`src/rtl/display_pkg.sv`:
```
// Shared constants and helpers for the seven-segment display datapath.
package display_pkg;

  localparam int DIGITS_DEFAULT   = 8;
  localparam int SCAN_DIV_DEFAULT = 100000;
  localparam int NIBBLE_W         = 4;
  localparam int MAX_DIGITS       = 8;

  // Active-low anode pattern with only bit idx pulled low; callers slice to DIGITS.
  function automatic logic [MAX_DIGITS-1:0] onehot_low(input logic [2:0] idx);
    logic [MAX_DIGITS-1:0] one;
    one = MAX_DIGITS'(1);
    return ~(one << idx);
  endfunction

endpackage

```
`src/rtl/scan_prescaler.sv`:
```
// Modulo-DIV free-running counter producing a registered one-cycle tick on the last count.
module scan_prescaler #(
  parameter int DIV = 100000
) (
  input  logic clk,
  input  logic rst,
  output logic tick
);

  localparam int CNT_W = (DIV > 2) ? $clog2(DIV) : 1;
  localparam logic [CNT_W-1:0] LAST = CNT_W'(DIV - 1);

  logic [CNT_W-1:0] cnt_reg;
  logic [CNT_W-1:0] cnt_next;

  always_comb begin
    cnt_next = (cnt_reg == LAST) ? '0 : cnt_reg + CNT_W'(1);
  end

  // tick is registered from cnt_next so it is high exactly while cnt_reg == LAST.
  always_ff @(posedge clk) begin
    if (rst) begin
      cnt_reg <= '0;
      tick    <= 1'b0;
    end else begin
      cnt_reg <= cnt_next;
      tick    <= (cnt_next == LAST);
    end
  end

endmodule

```
`src/rtl/segment_scanner.sv`:
```
// Time-multiplexed 7-segment digit scanner with shadow register and leading-zero blanking.
module segment_scanner
  import display_pkg::*;
#(
  parameter int DIGITS   = DIGITS_DEFAULT,
  parameter int SCAN_DIV = SCAN_DIV_DEFAULT
) (
  input  logic                       clk,
  input  logic                       rst,
  input  logic                       load,
  input  logic [NIBBLE_W*DIGITS-1:0] data,
  input  logic                       lz_en,
  output logic [NIBBLE_W-1:0]        int_data,
  output logic [DIGITS-1:0]          anode,
  output logic                       tick
);

  localparam int IDX_W  = $clog2(DIGITS);
  localparam int DATA_W = NIBBLE_W * DIGITS;
  localparam logic [IDX_W-1:0]  IDX_LAST   = IDX_W'(DIGITS - 1);
  localparam logic [DIGITS-1:0] ANODE_RST  = {{(DIGITS-1){1'b1}}, 1'b0};

  logic [DATA_W-1:0]   shadow_reg;
  logic [IDX_W-1:0]    idx_reg;
  logic [IDX_W-1:0]    idx_next;
  logic [IDX_W-1:0]    msd;
  logic [NIBBLE_W-1:0] nibble [DIGITS];
  logic [DIGITS-1:0]   nibble_nz;
  logic                suppress;
  logic [MAX_DIGITS-1:0] anode_pat;

  scan_prescaler #(
    .DIV (SCAN_DIV)
  ) u_prescaler (
    .clk  (clk),
    .rst  (rst),
    .tick (tick)
  );

  genvar gi;
  generate
    for (gi = 0; gi < DIGITS; gi++) begin : g_nibble
      assign nibble[gi]    = shadow_reg[gi*NIBBLE_W +: NIBBLE_W];
      assign nibble_nz[gi] = |shadow_reg[gi*NIBBLE_W +: NIBBLE_W];
    end
  endgenerate

  // Highest nonzero digit wins; an all-zero word leaves msd at 0 so digit 0 stays lit.
  always_comb begin
    msd = '0;
    for (int i = 0; i < DIGITS; i++) begin
      if (nibble_nz[i]) msd = IDX_W'(i);
    end
  end

  always_comb begin
    idx_next = idx_reg;
    if (tick) idx_next = (idx_reg == IDX_LAST) ? '0 : idx_reg + IDX_W'(1);
  end

  assign suppress  = lz_en && (idx_next > msd);
  assign anode_pat = onehot_low(3'(idx_next));

  // Outputs are driven from the pre-load shadow, so a load shows up one edge later.
  always_ff @(posedge clk) begin
    if (rst) begin
      shadow_reg <= '0;
      idx_reg    <= '0;
      int_data   <= '0;
      anode      <= ANODE_RST;
    end else begin
      if (load) shadow_reg <= data;
      idx_reg <= idx_next;
      if (suppress) begin
        int_data <= '0;
        anode    <= '1;
      end else begin
        int_data <= nibble[idx_next];
        anode    <= anode_pat[DIGITS-1:0];
      end
    end
  end

endmodule

```
`config.mk`:
```
export PLATFORM = sky130hd
export DESIGN_NAME = segment_scanner
export DESIGN_NICKNAME = d
export VERILOG_FILES = /design/src/rtl/display_pkg.sv /design/src/rtl/scan_prescaler.sv /design/src/rtl/segment_scanner.sv
export SDC_FILE = /design/constraint.sdc
export NUM_CORES = 1
export LEC_CHECK = 0
export CORE_AREA = 10 10 103 105
export DETAILED_ROUTE_END_ITERATION = 6
export DIE_AREA = 0 0 113 115
export PLACE_DENSITY = 0.62
export SLEW_MARGIN = 30
export SYNTH_ARGS = -nofsm -noshare
export SYNTH_HDL_FRONTEND = slang
export SYNTH_SLANG_ARGS = --single-unit
export TNS_END_PERCENT = 1
```
`constraint.sdc`:
```
create_clock -name clk -period 3.1 [get_ports clk]
set_input_delay 0.93 -clock clk [delete_from_list [all_inputs] [get_ports clk]]
set_output_delay 0.93 -clock clk [all_outputs]
set_load 0.005 [all_outputs]
```
==> results of run 1 <==
==> cell usage in the layout (no fill, tap or decap), drive strengths merged, types with 2 or more instances in the layout <==
cell           count
dfxtp             65
nor2              59
clkdlybuf4s50     47
nand2             44
mux2i             35
nand3             35
nand4             11
clkbuf             9
nor4               9
xnor2              8
buf                8
a21oi              7
nor3               7
xor2               7
inv                7
ha                 6
o21ai              3
or3                3
nand2b             2
clkinv             2
bufinv             2
or2                2
==> worst register-to-register path, delay by kind of cell, from the launching register on <==
family,cells,cell delay (ns)
DFF,1,0.33
adders and majority gates,1,0.29
AOI/OAI and AO/OA,4,0.57
and+or+nand+nor,5,1.28
==> kinds of logic (layout without fill, tap and decap cells) <==
family / count (synthesis) / count (layout) / share of synthesized area
and+or+nand+nor: 178 / 178 / 0.2869
DFF: 65 / 65 / 0.4454
muxes: 36 / 36 / 0.1238
buffers and inverters: 26 / 76 / 0.03940
AOI/OAI and AO/OA: 16 / 16 / 0.03383
xor gates and xnor gates: 15 / 15 / 0.04497
adders and majority gates: 6 / 6 / 0.02570
==> layer usage <==
layer,wire length (um),vias to the layer above,global-route usage
li1,-,1266,-
met1,3281,1150,0.1316
met2,3283,60,0.1813
met3,458,16,0.04115
met4,139,0,0.04569
met5,0,-,0
==> final cells by class <==
cell class	instances	area (um2)
clock buffer	9	123.9
clock inverter	7	102.6
fill	871	4823
inverter	5	18.77
multi-input combinational	251	1505
sequential	65	1301
tap	108	135.1
timing repair buffer	55	540.5
==> worst paths after layout <==
check / cells after the start / to
max: 10 / int_data[3]
min: 2 / shadow_reg[3]
max reg2reg: 10 / int_data[3]
min reg2reg: 2 / shadow_reg[3]
==> per-stage QoR <==
stage | worst slack (ns) | hold WS (ns) | cells
6_report | 0.5593 | 0.5034 | 500
5_1_grt | 0.3728 | 0.5424 | 500
2_1_floorplan | 0.7281 | 0.4602 | 342
3_3_place_gp | 0.6341 | 0.4801 | 484
3_5_place_dp | 0.5941 | 0.4906 | 484
4_1_cts | 0.5548 | 0.5083 | 500
==> power breakdown <==
group / leakage [nW] / total (mW) / switching (mW) / internal [mW]
logic: 0.811 / 0.164 / 0.0721 / 0.0914
clock network: 0.110 / 0.806 / 0.345 / 0.460
registers: 0.531 / 0.891 / 0.0257 / 0.865
==> impl_metrics.json, run 1 <==
{
  "ant_nets": 0,
  "setup_violations": 0,
  "ys_warn_count": 0,
  "diodes": 0,
  "die_area_um2": 13000,
  "arrival_ns": 2.82,
  "drive_gt1_frac": 0.07908,
  "min_path_type": "reg -> reg",
  "end_kind": "flip-flop",
  "power_density_nw_per_um2": 499.0,
  "synth.distinct_cells": 39,
  "rows": 34,
  "post-route-min-period_ns": 2.541,
  "cp_cell_sequence": "or4_1 > nand2b_1 > a21oi_1 > nor2_1 > ha_1 > nor2b_1 > o21ai_0 > a21oi_1 > or2_2 > a21oi_1",
  "post-synth-top-count-cell": "dfxtp_1",
  "cts_setup_buffers": 0,
  "cp_max_fo": 4,
  "grt_pass1_wl_mm": 12.03,
  "fmax_ghz": 0.3936,
  "cp.buffers_inverters": 0,
  "tightest_slew_ns": 0.6584,
  "ys_seq_area_frac": 0.4454,
  "synth_flop_cell": "dfxtp_1",
  "worstSetupStartpoint": "shadow_reg[20]",
  "synthCells": 342,
  "crit_path_frequent_cell": "a21oi_1",
  "core_um2": 8551,
  "fin_area_um2": 3727,
  "cts_root_buf": "clkbuf_8",
  "syn_to_final_growth_pct": 27.58,
  "die_h_um": 115,
  "fin_nets": 429,
  "syn-cell-area_um2": 2922,
  "largest_reg_flops": 32,
  "grt_max_degree": 33,
  "synth_edf_count": 0,
  "synth_area_leaders": "dfxtp_1, mux2i_1, nor2_1",
  "ctsHoldBuffers": 0,
  "synth_top_area_frac": 0.4454,
  "clock_latency_ns": 0.35,
  "status": "finished, final reports clean",
  "grt_pass1_vias": 2466,
  "fin_util": 0.4359,
  "cp-start-kind": "flip-flop",
  "async_reset_ff_frac": 0,
  "fin_total_pwr_mw": 1.860,
  "synth_common_cells": "dfxtp_1, nor2_1, nand2_1",
  "slew_viol_final": 0,
  "fp.dieW_um": 113,
  "synth.ff_latch_count": 65,
  "worstHoldStart": "shadow_reg[3]",
  "cts-resized-gates": 0,
  "grt_setup_unrepaired": "no",
  "clk_path_buf_depth": 2,
  "cap_viol_max_count": 0,
  "rr_startpoint": "shadow_reg[20]",
  "max_stage_delay_ns": 0.56,
  "gp_congestion": 0.8867,
  "path_class": "reg -> reg",
  "cp.required_ns": 3.38,
  "pin_count": 49,
  "antenna_found_initial": 0,
  "clk_pin_slew_ns": 0.08,
  "grt_overflow": 0,
  "cts_tree": "yes",
  "routed_wl_mm": 7.163,
  "drc": 0,
  "synth_area_leader_cell": "dfxtp_1",
  "initial_core_util": 0.3417,
  "cp_slowest_cell": "or4_1",
  "place_area_um2": 3501,
  "fin_crit_sh": 0.8196,
  "tns_ns": 0,
  "vias": 2492,
  "hold_viol_final": 0,
  "io_buffer_count": 48,
  "syn_avg_cell_area_um2": 8.543,
  "relSlewSlack": 0.5570,
  "leakagePower_nw": 1.453,
  "ir_worst_vdd_mv": 0.2654,
  "grtUsageTotal": 0.1120,
  "via_per_inst": 4.984,
  "synth_fp_nets": 384,
  "post_drt_wl_per_cell_um": 14.33,
  "crit_family": "simple AND/OR/NAND/NOR gates",
  "tritoncts.num_buffers": 9,
  "drtIter0Drc": 88,
  "ctsHtreeMaxLevel": 3,
  "firstDrtPassIters": 4,
  "dpl.hpwl_mm": 5.386,
  "numClockSinks": 65,
  "regToRegSetupSlack_ns": 0.56,
  "skew_ns": 0.009619
}
Power figures use the tool's default switching activity.
==> inputs of run 2 (changes only) <==
==> constraint.sdc (replaced) <==
create_clock -name clk -period 2.65 [get_ports clk]
set_input_delay 0.795 -clock clk [delete_from_list [all_inputs] [get_ports clk]]
set_output_delay 0.795 -clock clk [all_outputs]
set_load 0.005 [all_outputs]
==> run 2 against run 1 <==
Against the previous run:
- clock-buffer cell count increased by 1
- first-iteration DRC count increased by 18%
- wire length increased by 1.4%
- fmax up 6.1%
- utilization about the same
- combinational power increased by 18%
- highest routed layer unchanged
==> impl_metrics.json, run 2 (synthesized netlist as in run 1, its figures left out) <==
{
  "status": "finished, final reports clean",
  "via_per_inst": 4.944,
  "grt_max_degree": 41,
  "pwr-share-clk": 0.409,
  "numClockSinks": 65,
  "core_um2": 8551,
  "firstDrtPassIters": 4,
  "ant_nets": 0,
  "ctsHtreeMaxLevel": 3,
  "worstHoldStart": "shadow_reg[1]",
  "clk_path_buf_depth": 2,
  "ir_worst_vdd_mv": 0.2778,
  "cp_max_fo": 4,
  "setup_violations": 0,
  "path_class": "reg -> reg",
  "gp_congestion": 0.8987,
  "post-route-min-period_ns": 2.395,
  "cts-resized-gates": 0,
  "place_inst": 485,
  "final_common_cell": "dfxtp_1",
  "die_area_um2": 13000,
  "pin_count": 49,
  "rr_startpoint": "shadow_reg[20]",
  "die_h_um": 115,
  "power_frac_comb": 0.093,
  "internal_power_mw": 1.584,
  "arrival_ns": 2.67,
  "skew_ns": 0.01104,
  "fp.dieW_um": 113,
  "p_switching_mw": 0.5049,
  "hold_viol_final": 0,
  "largest_reg_flops": 32,
  "final_cell_mix": "dfxtp_1, nor2_1, clkdlybuf4s50_1, nand2_1, mux2i_1",
  "drive_gt1_frac": 0.08397,
  "fin_crit_sh": 0.9038,
  "grtUsageTotal": 0.1131,
  "slew_viol_final": 0,
  "rows": 34,
  "initial_core_util": 0.3417,
  "post_drt_wl_per_cell_um": 14.49,
  "relSlewSlack": 0.6677,
  "cts_setup_buffers": 0,
  "grt_setup_unrepaired": "no",
  "fin_nets": 430,
  "p_sw_frac": 0.2417,
  "cap_viol_max_count": 0,
  "power_density_nw_per_um2": 560.2,
  "drtIter0Drc": 104,
  "diodes": 0,
  "sequentialPowerShare": 0.499,
  "fmax_ghz": 0.4175,
  "grt_pass1_wl_mm": 12.01,
  "routed_wl_mm": 7.260,
  "cts_root_buf": "clkbuf_8",
  "tritoncts.num_buffers": 9,
  "tns_ns": 0,
  "tightest_slew_ns": 0.4985,
  "clk_pin_slew_ns": 0.08,
  "io_buffer_count": 48,
  "min_path_type": "reg -> reg",
  "clock_latency_ns": 0.34,
  "syn_to_final_growth_pct": 27.62,
  "dpl.hpwl_mm": 5.380,
  "worstSetupStartpoint": "shadow_reg[20]",
  "ctsHoldBuffers": 0,
  "end_kind": "flip-flop",
  "fin_cells": 501,
  "hold_slack_ns": 0.5008,
  "leakagePower_nw": 1.459,
  "antenna_found_initial": 0,
  "cp.required_ns": 2.92,
  "cts_tree": "yes",
  "grt_pass1_vias": 2455,
  "grt_overflow": 0,
  "drc": 0,
  "vias": 2477,
  "cp-start-kind": "flip-flop"
}
run 2: cell types whose count changed in the layout (fill, tap and decap cells not counted), sizes merged:
cell	before	now
clkinvlp	1	0
buf	8	9
clkbuf	9	10
bufinv	2	1
clkinv	2	4
inv	7	6
run 2: worst max-delay path: stages, from the launching register on:
cell and delay [ns]:
dfxtp_1 0.32, or4_1 0.54, nand2b_1 0.19, a21oi_1 0.14, nor2_1 0.06, ha_1 0.28
nor2b_1 0.14, o21ai_1 0.14, a21oi_2 0.10, or2_2 0.31, a21oi_1 0.12
run 2: final cells by class:
type	instances	area, um2
flip-flops and latches	65	1301
clock buffers	10	137.6
inverters	5	18.77
well taps	108	135.1
repair buffers	56	560.5
fillers	889	4822
clock inverters	6	66.31
multi-input cells	251	1509
run 2: routing by layer:
metal  vias up  part of all wire  GRT usage
li1       1267                 -          -
met1      1133              0.45     0.1320
met2        68              0.46     0.1805
met3         9             0.073    0.05000
met4         0             0.017    0.04061
met5         -                 0          0
run 2: worst paths after layout:
kind	cells past startpoint	slack, ns	endpoint
setup / recovery	10	0.25	int_data[0]
hold / removal	2	0.50	shadow_reg[1]
setup reg to reg	10	0.25	int_data[0]
hold reg to reg	2	0.50	shadow_reg[1]
run 2: power groups by stage:
stage                     combinational (mW)  sequential (mW)  clock (mW)
after floorplan                        0.112             1.05           0
after global placement                 0.192             1.06           0
after detailed placement               0.195             1.06           0
after CTS                              0.197             1.04       0.875
after global routing                   0.217             1.05       0.911
final                                  0.194             1.04       0.853
run 2: through the flow:
stage | setup slack, ns | util | area (um2) | total power [mW]
after floorplan | 0.2781 | - | 2922 | 1.166
after global placement | 0.2911 | 0.4118 | 3521 | 1.255
after detailed placement | 0.2207 | 0.4118 | 3521 | 1.260
after CTS | 0.1993 | 0.4356 | 3725 | 2.114
after global routing | 0.03866 | 0.4361 | 3729 | 2.174
final | 0.2549 | 0.4361 | 3729 | 2.089
